===== config.mk =====
export PLATFORM = sky130hd
export DESIGN_NAME = a_row_loader_flat
export DESIGN_NICKNAME = d
export VERILOG_FILES = /design/src/rtl/a_row_loader_pkg.sv /design/src/rtl/a_row_loader_if.sv /design/src/rtl/a_row_loader_assembler.sv /design/src/rtl/a_row_loader.sv /design/src/flat_wrapper.sv
export SDC_FILE = /design/constraint.sdc
export NUM_CORES = 1
export LEC_CHECK = 0
export CAP_MARGIN = 20
export CORE_MARGIN = 5
export CORE_UTILIZATION = 49
export DETAILED_ROUTE_END_ITERATION = 6
export GPL_ROUTABILITY_DRIVEN = 0
export PLACE_DENSITY = 0.76
export SLEW_MARGIN = 0
export SYNTH_ARGS = -nofsm -noshare
export SYNTH_HDL_FRONTEND = slang
export SYNTH_SLANG_ARGS = --single-unit

===== constraint.sdc =====
create_clock -name clk -period 1.6 [get_ports clk]
set_input_delay 0.32 -clock clk [delete_from_list [all_inputs] [get_ports clk]]
set_output_delay 0.32 -clock clk [all_outputs]
set_load 0.01 [all_outputs]

===== src/rtl/a_row_loader_pkg.sv =====
// Shared types and helpers for the A-matrix row loader.
package a_loader_pkg;

  typedef enum logic [1:0] {LOAD, FLUSH, RUN, DONE} a_ld_state_t;

  // Shift window length: DIM cycles to fill the skew plus 2*DIM-2 to drain it.
  function automatic int run_len_default(input int dim);
    return 3 * dim - 2;
  endfunction

endpackage


===== src/rtl/a_row_loader_if.sv =====
// Stream input and A-memory write/shift port of the row loader.
interface a_row_loader_if #(
  parameter int BITS_AB = 8,
  parameter int DIM     = 8
);

  localparam int ROW_W = $clog2(DIM);

  logic signed [BITS_AB-1:0]          in_data;
  logic                               in_valid;
  logic                               in_ready;
  logic signed [DIM-1:0][BITS_AB-1:0] Ain;
  logic        [ROW_W-1:0]            Arow;
  logic                               WrEn;
  logic                               en;
  logic                               busy;
  logic                               done;

  modport master (
    output in_data, in_valid,
    input  in_ready, Ain, Arow, WrEn, en, busy, done
  );

  modport slave (
    input  in_data, in_valid,
    output in_ready, Ain, Arow, WrEn, en, busy, done
  );

endinterface


===== src/rtl/a_row_loader_assembler.sv =====
// Collects one row of DIM elements; row_vec already contains the element
// arriving on the completing transfer so the top can register it directly.
module a_row_assembler #(
  parameter int BITS_AB = 8,
  parameter int DIM     = 8
) (
  input  logic                        clk,
  input  logic                        rst,
  input  logic                        push,
  input  logic signed [BITS_AB-1:0]   data,
  output logic                        row_complete,
  output logic [DIM-1:0][BITS_AB-1:0] row_vec
);

  localparam int COL_W = $clog2(DIM);

  logic [COL_W-1:0]            col;
  logic [DIM-1:0][BITS_AB-1:0] row_buf;

  // Store each accepted element in its column slot; col wraps after DIM-1.
  always_ff @(posedge clk) begin
    if (rst) begin
      col     <= '0;
      row_buf <= '0;
    end else if (push) begin
      row_buf[col] <= data;
      col          <= col + 1'b1;
    end
  end

  // Flag the last column and merge the in-flight element into the row view.
  always_comb begin
    row_complete = push && (col == COL_W'(DIM - 1));
    row_vec      = row_buf;
    row_vec[col] = data;
  end

endmodule


===== src/rtl/a_row_loader.sv =====
// A-side front end: streams rows into the skewing A memory, then runs the
// shift window once per matrix and pulses done.
module a_row_loader
  import a_loader_pkg::*;
#(
  parameter int BITS_AB = 8,
  parameter int DIM     = 8,
  parameter int RUN_LEN = run_len_default(DIM)
) (
  input logic         clk,
  input logic         rst,
  a_row_loader_if.slave bus
);

  localparam int ROW_W = $clog2(DIM);
  localparam int CNT_W = $clog2(RUN_LEN + 1);

  a_ld_state_t state, next_state;

  logic [ROW_W-1:0]            row;
  logic [CNT_W-1:0]            run_cnt;
  logic                        push;
  logic                        row_complete;
  logic                        last_run;
  logic [DIM-1:0][BITS_AB-1:0] row_vec;

  logic [DIM-1:0][BITS_AB-1:0] ain_q;
  logic [ROW_W-1:0]            arow_q;
  logic                        wren_q;
  logic                        en_q;
  logic                        done_q;

  assign bus.in_ready = (state == LOAD) && !rst;
  assign bus.busy     = (state != LOAD);
  assign bus.Ain      = ain_q;
  assign bus.Arow     = arow_q;
  assign bus.WrEn     = wren_q;
  assign bus.en       = en_q;
  assign bus.done     = done_q;

  assign push     = bus.in_valid && bus.in_ready;
  assign last_run = (run_cnt == CNT_W'(RUN_LEN - 1));

  a_row_assembler #(
    .BITS_AB (BITS_AB),
    .DIM     (DIM)
  ) u_assembler (
    .clk          (clk),
    .rst          (rst),
    .push         (push),
    .data         (bus.in_data),
    .row_complete (row_complete),
    .row_vec      (row_vec)
  );

  // State register.
  always_ff @(posedge clk) begin
    if (rst) state <= LOAD;
    else     state <= next_state;
  end

  // Next-state decode: last row completes -> FLUSH -> RUN window -> DONE.
  always_comb begin
    next_state = state;
    case (state)
      LOAD:    if (row_complete && (row == ROW_W'(DIM - 1))) next_state = FLUSH;
      FLUSH:   next_state = RUN;
      RUN:     if (last_run) next_state = DONE;
      DONE:    next_state = LOAD;
      default: next_state = LOAD;
    endcase
  end

  // Row index advances per completed row and restarts for the next matrix.
  always_ff @(posedge clk) begin
    if (rst)                 row <= '0;
    else if (state == DONE)  row <= '0;
    else if (row_complete)   row <= row + 1'b1;
  end

  // Run counter only moves inside the shift window.
  always_ff @(posedge clk) begin
    if (rst)                run_cnt <= '0;
    else if (state == RUN)  run_cnt <= last_run ? '0 : run_cnt + 1'b1;
    else                    run_cnt <= '0;
  end

  // Registered outputs; en/done are registered from next_state so they line up with RUN/DONE.
  always_ff @(posedge clk) begin
    if (rst) begin
      ain_q  <= '0;
      arow_q <= '0;
      wren_q <= 1'b0;
      en_q   <= 1'b0;
      done_q <= 1'b0;
    end else begin
      wren_q <= row_complete;
      if (row_complete) begin
        ain_q  <= row_vec;
        arow_q <= row;
      end
      en_q   <= (next_state == RUN);
      done_q <= (next_state == DONE);
    end
  end

endmodule

===== src/flat_wrapper.sv =====
// flat-port wrapper written by rule: the top's interface ports become plain ports
module a_row_loader_flat import a_loader_pkg::*;
#(
  parameter int BITS_AB = 8,
  parameter int DIM     = 8,
  parameter int RUN_LEN = run_len_default(DIM)
)
  (clk, rst, bus_in_data, bus_in_valid, bus_in_ready, bus_Ain, bus_Arow, bus_WrEn, bus_en, bus_busy, bus_done);
  a_row_loader_if #(.BITS_AB(BITS_AB), .DIM(DIM)) bus_i ();
  input logic clk;
  input logic rst;
  input wire logic [$bits(bus_i.in_data)-1:0] bus_in_data;
  input wire logic [$bits(bus_i.in_valid)-1:0] bus_in_valid;
  output wire logic [$bits(bus_i.in_ready)-1:0] bus_in_ready;
  output wire logic [$bits(bus_i.Ain)-1:0] bus_Ain;
  output wire logic [$bits(bus_i.Arow)-1:0] bus_Arow;
  output wire logic [$bits(bus_i.WrEn)-1:0] bus_WrEn;
  output wire logic [$bits(bus_i.en)-1:0] bus_en;
  output wire logic [$bits(bus_i.busy)-1:0] bus_busy;
  output wire logic [$bits(bus_i.done)-1:0] bus_done;
  assign bus_i.in_data = bus_in_data;
  assign bus_i.in_valid = bus_in_valid;
  assign bus_in_ready = bus_i.in_ready;
  assign bus_Ain = bus_i.Ain;
  assign bus_Arow = bus_i.Arow;
  assign bus_WrEn = bus_i.WrEn;
  assign bus_en = bus_i.en;
  assign bus_busy = bus_i.busy;
  assign bus_done = bus_i.done;
  a_row_loader #(.BITS_AB(BITS_AB), .DIM(DIM), .RUN_LEN(RUN_LEN)) u_core (.clk(clk), .rst(rst), .bus(bus_i));
endmodule

==> run summary, run 1 <==
CLOCK TREE
----------------------------------------------------------------------------------------------------
Maximum number of buffers from clock root to sink                                                  2
Total number of clock tree sinks                                                                 147
H-tree lvl count                                                                                   4
TritonCTS clock tree                                                                            done
Hold Buf Count CTS                                                                                 0
Clock-pin slew reported for the worst setup and hold paths after clock tree synthesis          60 ps
Root buf cell                                                                           sky130_fd_sc_hd__clkbuf_16
Clock Latency Late Sink                                                                       420 ps
CTS Buf Count                                                                                     17

DRT
----------------------------------------------------------------------------------------------------
Post-DR wirelength/cell                                                                      21.8 um
Detailed router's first-iteration violation count                                                611
Via count                                                                                       5348
Final wirelength                                                                             18.6 mm
Number of vias per cell                                                                         6.28
Antenna Nets Post-Route                                                                            0
# DRC                                                                                              0
Detailed Routing Iterations Pass 1                                                                 5

SYNTHESIS
----------------------------------------------------------------------------------------------------
Cell area after synthesis                                                                  5680 um^2
Synthesis Warnings                                                                                 0
Most frequent cells after synthesis                                                     sky130_fd_sc_hd__dfxtp_1, sky130_fd_sc_hd__nor2_1, sky130_fd_sc_hd__nor3_1
Most common flop cell mapped by yosys                                                   sky130_fd_sc_hd__dfxtp_1
Asr flop ratio synth                                                                              0%
Total nets after synthesis                                                                       587
Library cell occupying the most area in the post-synthesis netlist                      sky130_fd_sc_hd__dfxtp_1
Number of enable flip-flop cells after synthesis                                                   0
Proportion of netlist area held by the largest area contributor                                51.8%
Number of library cell types mapped by synthesis                                                  39
Fraction of the yosys area taken by sequential cells                                           51.8%
Gate Count Post-Synth                                                                            566
Most common cell in the synthesized netlist                                             sky130_fd_sc_hd__dfxtp_1
Average cell area after synthesis                                                          10.0 um^2
Synth top area cells                                                                    sky130_fd_sc_hd__dfxtp_1, sky130_fd_sc_hd__a22o_1, sky130_fd_sc_hd__a221oi_1
Flip-flop and latch count after synthesis                                                        147

STA
----------------------------------------------------------------------------------------------------
Setup violations, final                                                                            2
Hold Violations, Final                                                                             0
Transition time of the tightest slew-check pin                                                570 ps
Count of final max-slew check failures                                                             0
Worst clock skew                                                                             8.12 ps
Highest attainable clock frequency                                                         0.623 GHz
Tightest slew margin relative to the limit                                                     61.9%
Crit share post-route                                                                           100%
Worst path setup slack after routing                                                        -6.13 ps
Setup repair after global routing missed its margin                                             true
Min cycle time layout                                                                        1610 ps
Setup Total Neg Slack                                                                       -10.3 ps

SETUP PATH
----------------------------------------------------------------------------------------------------
Worst reg-to-reg setup slack                                                                   -6 ps
Arrival time worst endpoint                                                                  1900 ps
Required time of the worst setup path                                                        1890 ps
Worst reg2reg endpoint                                                                  u_core.bus.Ain[23]
Critical Path Start Type                                                                        flop
Type of element capturing the critical path                                                     flop
R2R depth                                                                                          5
Worst-path maximum fanout                                                                         13
Kind of critical path                                                                        reg2reg
Origin of the critical flop-to-flop path                                                u_core.u_assembler.col[1]

FLOORPLANNING
----------------------------------------------------------------------------------------------------
Overall die area                                                                          13800 um^2
Die W                                                                                         118 um
Core area                                                                                 11400 um^2
Num ports                                                                                         83
Die Span Y                                                                                    118 um
Standard-cell row count                                                                           39
Initial standard-cell utilization of the core                                                  50.0%

JOB
----------------------------------------------------------------------------------------------------
Max-cap viol count                                                                                 0

GLOBAL ROUTING
----------------------------------------------------------------------------------------------------
First-pass GRT wire length                                                                   28.5 mm
Overflow left after global routing                                                                 0
Largest net degree at the start of global routing                                                 34
Initial antenna violation count                                                                    0
Global Route Usage Sum                                                                         25.3%
Number of global-route vias before repair                                                       5377

PLACE
----------------------------------------------------------------------------------------------------
Worst-case setup slack after placement                                                       -306 ps
Post-placement cell count                                                                        816
HPWL Detailed                                                                                11.4 mm
Count of buffers inserted at the top-level ports                                                  82

OUTCOME
----------------------------------------------------------------------------------------------------
Violations in the final reports                                                         negative setup slack
Result of the run                                                                       finished with violations

POWER
----------------------------------------------------------------------------------------------------
Sw Pwr                                                                                       1.93 mW
Proportion of power drawn by flip-flops and latches                                            46.0%
Proportion of power drawn by the clock network                                                 45.7%
Internal power                                                                               6.21 mW
Leakage power of the design                                                                  3.71 nW
Worst IR Drop VDD                                                                           0.929 mV
Share of total power consumed by net switching                                                 23.8%
Power Dens Cells                                                                         966 nW/um^2
Gate power share                                                                                8.3%

WORST HOLD PATH
----------------------------------------------------------------------------------------------------
Hold path startpoint                                                                    u_core.bus.Arow[2]
Hold worst-path end                                                                     u_core.bus.Arow[2]
Class of the tightest hold or removal check                                                  reg2reg
Cell count of the worst hold path                                                                  2

FINISH
----------------------------------------------------------------------------------------------------
Final Util                                                                                     74.1%
Post-route insts no fill                                                                         852
Area growth from synthesis to layout                                                           48.4%
Fraction of final layout cells sized beyond drive strength 1                                   30.5%
# diodes                                                                                           0
Total number of nets in the final design                                                         720

-- state kept, by name, summed over array words and instances, names as in the netlist --
signal                      count
u_core.bus.en                   1
u_core.row                      3
u_core.bus.Ain                 64
u_core.state                    2
u_core.bus.Arow                 3
u_core.bus.WrEn                 1
u_core.run_cnt                  5
u_core.u_assembler.col          3
u_core.u_assembler.row_buf     64
u_core.bus.done                 1
-- layer usage --
| layer | part of all wire (%) | up-vias | track usage (%) | wire length (um) |
|---|---|---|---|---|
| li1 | - | 2401 | - | - |
| met1 | 41 | 2659 | 32.4 | 7650 |
| met2 | 48 | 238 | 39.5 | 8970 |
| met3 | 7.4 | 50 | 7.78 | 1370 |
| met4 | 3.1 | 0 | 10.9 | 578 |
| met5 | 0 | - | 0 | 0 |
-- cell families (layout without fill, tap and decap cells) --
family                     after synthesis  in the layout  synth area share (%)
and+or+nand+nor                        203            203                  17.9
DFF                                    147            147                  51.8
AOI/OAI and AO/OA                      143            143                  22.2
buffers and inverters                   56            199                  4.80
adders and majority gates               10             10                  2.20
xor gates and xnor gates                 5              5                 0.771
muxes                                    2              2                 0.352
-- worst max-delay path, stage by stage (launching register included) --
cell	delay (ps)
sky130_fd_sc_hd__dfxtp_4	370
sky130_fd_sc_hd__buf_8	140
sky130_fd_sc_hd__or3b_4	410
sky130_fd_sc_hd__buf_4	160
sky130_fd_sc_hd__a221oi_4	310
sky130_fd_sc_hd__nor3_1	80
-- cell usage in the layout, fill, tap and decap left out, types with 16 or more instances in the layout --
| cell type | count |
|---|---|
| sky130_fd_sc_hd__a221oi_2 | 48 |
| sky130_fd_sc_hd__nor2_1 | 76 |
| sky130_fd_sc_hd__buf_4 | 62 |
| sky130_fd_sc_hd__a221oi_4 | 16 |
| sky130_fd_sc_hd__clkbuf_16 | 17 |
| sky130_fd_sc_hd__dfxtp_1 | 142 |
| sky130_fd_sc_hd__dlygate4sd2_1 | 67 |
| sky130_fd_sc_hd__a22o_1 | 64 |
| sky130_fd_sc_hd__nor3_1 | 66 |
-- repair_timing --
item / CTS / global route
setup buffers: 1 / 3
resized for setup: 155 / 58
pin swaps: 6 / 14
endpoints found under the hold margin: 0 / 0
cloned: 3 / 0
setup endpoints to repair: 185 / 118
-- power groups by stage --
stage | clock network, mW | registers [mW] | logic, mW
6_report | 3.72 | 3.74 | 0.676
5_1_grt | 3.95 | 3.74 | 0.701
4_1_cts | 3.74 | 3.73 | 0.567
3_5_place_dp | 0 | 3.80 | 0.492
3_3_place_gp | 0 | 3.80 | 0.481
2_1_floorplan | 0 | 3.80 | 0.283
-- layout make-up --
| class | count | area (um^2) |
|---|---|---|
| Fill cell | 737 | 2940 |
| Timing Repair Buffer | 165 | 1550 |
| Inverter | 5 | 18.8 |
| Sequential cell | 147 | 2950 |
| Multi-Input combinational cell | 363 | 3180 |
| Tap cell | 143 | 179 |
| Clock inverter | 5 | 52.6 |
| Clock buffer | 24 | 492 |
-- worst max path at each step --
stage | cells after the start | slack (ps) | to | startpoint
3_3_place_gp | 6 | -310 | u_core.bus.Ain[47] | bus_in_valid
4_1_cts | 6 | -40 | u_core.u_assembler.row_buf[57] | u_core.state[1]
3_5_place_dp | 6 | -310 | u_core.bus.Ain[47] | bus_in_valid
5_1_grt | 7 | -80 | u_core.u_assembler.row_buf[17] | u_core.state[1]
6_report | 5 | -6 | u_core.bus.Ain[23] | u_core.u_assembler.col[1]
2_1_floorplan | 8 | 8 | u_core.bus.Ain[40] | u_core.state[0]
-- per-stage QoR --
step / area [um^2] / hold slack (ps) / total power [mW]
final: 8430 / 460 / 8.14
after global routing: 8430 / 486 / 8.39
after CTS: 8060 / 460 / 8.03
after detailed placement: 7070 / 455 / 4.29
after global placement: 7070 / 443 / 4.28
after floorplan: 5680 / 411 / 4.08
No activity file was read; power rests on OpenSTA's default activity.
==> inputs of run 2 (changes only) <==
--- a/config.mk
+++ b/config.mk
@@ -5,7 +5,7 @@
 export SDC_FILE = /design/constraint.sdc
 export NUM_CORES = 1
 export LEC_CHECK = 0
-export CAP_MARGIN = 20
+export CAP_MARGIN = 10
 export CORE_MARGIN = 5
 export CORE_UTILIZATION = 49
 export DETAILED_ROUTE_END_ITERATION = 6
==> results of run 2 <==
Same layout as run 1: the final DEF is identical, and so are final timing and power.
==> inputs of run 3 (changes only) <==
--- a/config.mk
+++ b/config.mk
@@ -11,6 +11,7 @@
 export DETAILED_ROUTE_END_ITERATION = 6
 export GPL_ROUTABILITY_DRIVEN = 0
 export PLACE_DENSITY = 0.76
+export SKIP_LAST_GASP = 1
 export SLEW_MARGIN = 0
 export SYNTH_ARGS = -nofsm -noshare
 export SYNTH_HDL_FRONTEND = slang
==> run 3 against run 2 <==
  * The flow still finishes with violations (negative setup slack)
  * Via count is 0.69% lower
  * Highest routed layer unchanged
  * Power is 0.19% lower
  * Final cell count rose by 0.12%
  * Die area unchanged
  * Core utilization shrank 0.23 points
  * Sequential power is essentially flat
  * Critical path depth up 2
==> run summary, run 3 (synthesized netlist as in run 1, its figures left out) <==
JOB
----------------------------------------------------------------------------------------------------
Max-cap viol count                                                                                 0   unchanged

FINISH
----------------------------------------------------------------------------------------------------
Register cell area after layout                                                            2950 um^2   -0.17%
Total number of nets in the final design                                                         721   +0.14%
Filler cells                                                                                     743   +0.81%
Area growth from synthesis to layout                                                           47.9%
Final Util                                                                                     73.9%   -0.23 points
Fraction of final layout cells sized beyond drive strength 1                                   30.0%   -0.47 points
Area of all placed cells without fillers                                                   8400 um^2   -0.31%
Combined area of the multi-input logic cells                                               3140 um^2   -1.3%
Most used cells in the layout excluding fill and tap cells                              sky130_fd_sc_hd__dfxtp_1, sky130_fd_sc_hd__nor2_1, sky130_fd_sc_hd__dlygate4sd2_1
Most common library cell in the layout ignoring fill and taps                           sky130_fd_sc_hd__dfxtp_1
# diodes                                                                                           0   unchanged

GLOBAL ROUTING
----------------------------------------------------------------------------------------------------
Largest net degree at the start of global routing                                                 34   unchanged
First-pass GRT wire length                                                                   28.6 mm   about the same
Overflow left after global routing                                                                 0   unchanged
Initial antenna violation count                                                                    0   unchanged
Global Route Usage Sum                                                                         25.3%   unchanged
Number of global-route vias before repair                                                       5367   -0.19%

STA
----------------------------------------------------------------------------------------------------
Worst clock skew                                                                             7.47 ps   -0.651 ps
Count of final max-slew check failures                                                             0   unchanged
Setup repair after global routing missed its margin                                             true
Worst path setup slack after routing                                                        -46.5 ps   -40.3 ps
Transition time of the tightest slew-check pin                                                573 ps   +2.55 ps
Hold Violations, Final                                                                             0   unchanged
Crit share post-route                                                                           103%   +2.5 points
Highest attainable clock frequency                                                         0.607 GHz   -2.4%
Tightest slew margin relative to the limit                                                     61.7%   -0.17 points
Setup violations, final                                                                           25   +23
Min cycle time layout                                                                        1650 ps   +40.3 ps

SETUP PATH
----------------------------------------------------------------------------------------------------
Critical Path Start Type                                                                        flop
Type of element capturing the critical path                                                     flop
Cell class contributing the biggest share of worst-path delay                           buffers and inverters
Required time of the worst setup path                                                        1890 ps   about the same
Kind of critical path                                                                        reg2reg
Arrival time worst endpoint                                                                  1940 ps   +40 ps
Largest stage delay on the critical path                                                      360 ps   -50 ps
Cell repeated most along the worst path                                                 sky130_fd_sc_hd__ha_4
Worst-path maximum fanout                                                                          9   -4
Cells along the critical path                                                           ha_4, ha_4, nand4b_4, buf_12, bufbuf_16, a221oi_2, nor3_1
Worst path buffer plus inverter count                                                              2   unchanged
CP max-delay cell                                                                       sky130_fd_sc_hd__dfxtp_2

CLOCK TREE
----------------------------------------------------------------------------------------------------
Clock Latency Late Sink                                                                       420 ps   about the same
Root buf cell                                                                           sky130_fd_sc_hd__clkbuf_16
Clock-pin slew reported for the worst setup and hold paths after clock tree synthesis          60 ps   about the same
CTS Buf Count                                                                                     17   unchanged
Maximum number of buffers from clock root to sink                                                  2   unchanged
TritonCTS clock tree                                                                            done
Hold Buf Count CTS                                                                                 0   unchanged
Total number of clock tree sinks                                                                 147   unchanged
H-tree lvl count                                                                                   4   unchanged

WORST HOLD PATH
----------------------------------------------------------------------------------------------------
Class of the tightest hold or removal check                                                  reg2reg

FLOORPLANNING
----------------------------------------------------------------------------------------------------
Num ports                                                                                         83   unchanged
Standard-cell row count                                                                           39   unchanged
Die Span Y                                                                                    118 um   unchanged
Core area                                                                                 11400 um^2   unchanged
Overall die area                                                                          13800 um^2   unchanged
Initial standard-cell utilization of the core                                                  50.0%   unchanged
Die W                                                                                         118 um   unchanged

POWER
----------------------------------------------------------------------------------------------------
Post-route total power                                                                       8.12 mW   -0.19%
Proportion of power drawn by flip-flops and latches                                            46.0%   about the same
Sw Pwr                                                                                       1.93 mW   -0.35%
Share of total power consumed by net switching                                                 23.7%   -0.037 points
Internal power                                                                               6.20 mW   -0.14%
Worst IR Drop VDD                                                                           0.937 mV   +0.88%
Power Dens Cells                                                                         967 nW/um^2   +0.12%
Gate power share                                                                                8.1%   -0.2 points
Leakage power of the design                                                                  3.71 nW   about the same
Proportion of power drawn by the clock network                                                 45.9%   +0.2 points

PLACE
----------------------------------------------------------------------------------------------------
Placement Cell Area                                                                        7070 um^2   unchanged
HPWL Detailed                                                                                11.4 mm   unchanged
Count of buffers inserted at the top-level ports                                                  82   unchanged

DRT
----------------------------------------------------------------------------------------------------
Detailed router's first-iteration violation count                                                532   -13%
# DRC                                                                                              0   unchanged
Detailed Routing Iterations Pass 1                                                                 7   +2
Antenna Nets Post-Route                                                                            0   unchanged
Post-DR wirelength/cell                                                                      21.7 um   -0.45%
Via count                                                                                       5311   -0.69%
Number of vias per cell                                                                         6.23   -0.81%
Final wirelength                                                                             18.5 mm   -0.33%

OUTCOME
----------------------------------------------------------------------------------------------------
Violations in the final reports                                                         negative setup slack
Result of the run                                                                       finished with violations

run 3: through the flow:
stage	setup slack, ps	setup TNS, ps	cells	hold WS [ps]
finish	-46.5	-577	853	463
global route	-113	-3110	853	486
CTS	-62.1	-933	849	460
detailed placement	-306	-26560	816	455
global placement	-315	-24390	816	443
floorplan	7.64	0	566	411
run 3: layout make-up:
class / instances / area share [%]
Clock buffer: 24 / 5.85
Clock inverter: 5 / 0.625
Inverter: 5 / 0.223
Multi-Input combinational cell: 363 / 37.4
Sequential cell: 147 / 35.1
Tap cell: 143 / 2.13
Timing Repair Buffer: 166 / 18.7
run 3: routing by layer:
layer | up-vias | wire length, um | global-route usage [%]
met4 | 0 | 599 | 11.0
met2 | 242 | 8920 | 39.5
met1 | 2617 | 7580 | 32.6
met5 | - | 0 | 0
met3 | 55 | 1400 | 7.35
li1 | 2397 | - | -
run 3: worst min-delay path: stages, from the launching register on:
cell	delay [ps]
sky130_fd_sc_hd__dfxtp_1	300
sky130_fd_sc_hd__nand2_1	60
sky130_fd_sc_hd__a21oi_1	60
run 3: path summary, 6_finish.rpt:
check	startpoint	end	slack (ps)	cells after the start
min	u_core.bus.Arow[2]	u_core.bus.Arow[2]	460	2
min reg2reg	u_core.bus.Arow[2]	u_core.bus.Arow[2]	460	2
max reg2reg	u_core.u_assembler.col[0]	u_core.bus.Ain[21]	-50	7
max	u_core.u_assembler.col[0]	u_core.bus.Ain[21]	-50	7
run 3: power groups by stage:
stage	Sequential, mW	Combinational [mW]	Clock (mW)
3_3_place_gp	3.80	0.481	0
5_1_grt	3.74	0.683	3.95
6_report	3.74	0.658	3.73
4_1_cts	3.73	0.561	3.74
2_1_floorplan	3.80	0.283	0
3_5_place_dp	3.80	0.492	0
run 3: repair_timing:
item,4_1_cts,5_1_grt
gates resized for setup,148,54
pin swaps,5,16
setup endpoints to repair,185,133
gates cloned,3,1
setup buffers,1,3
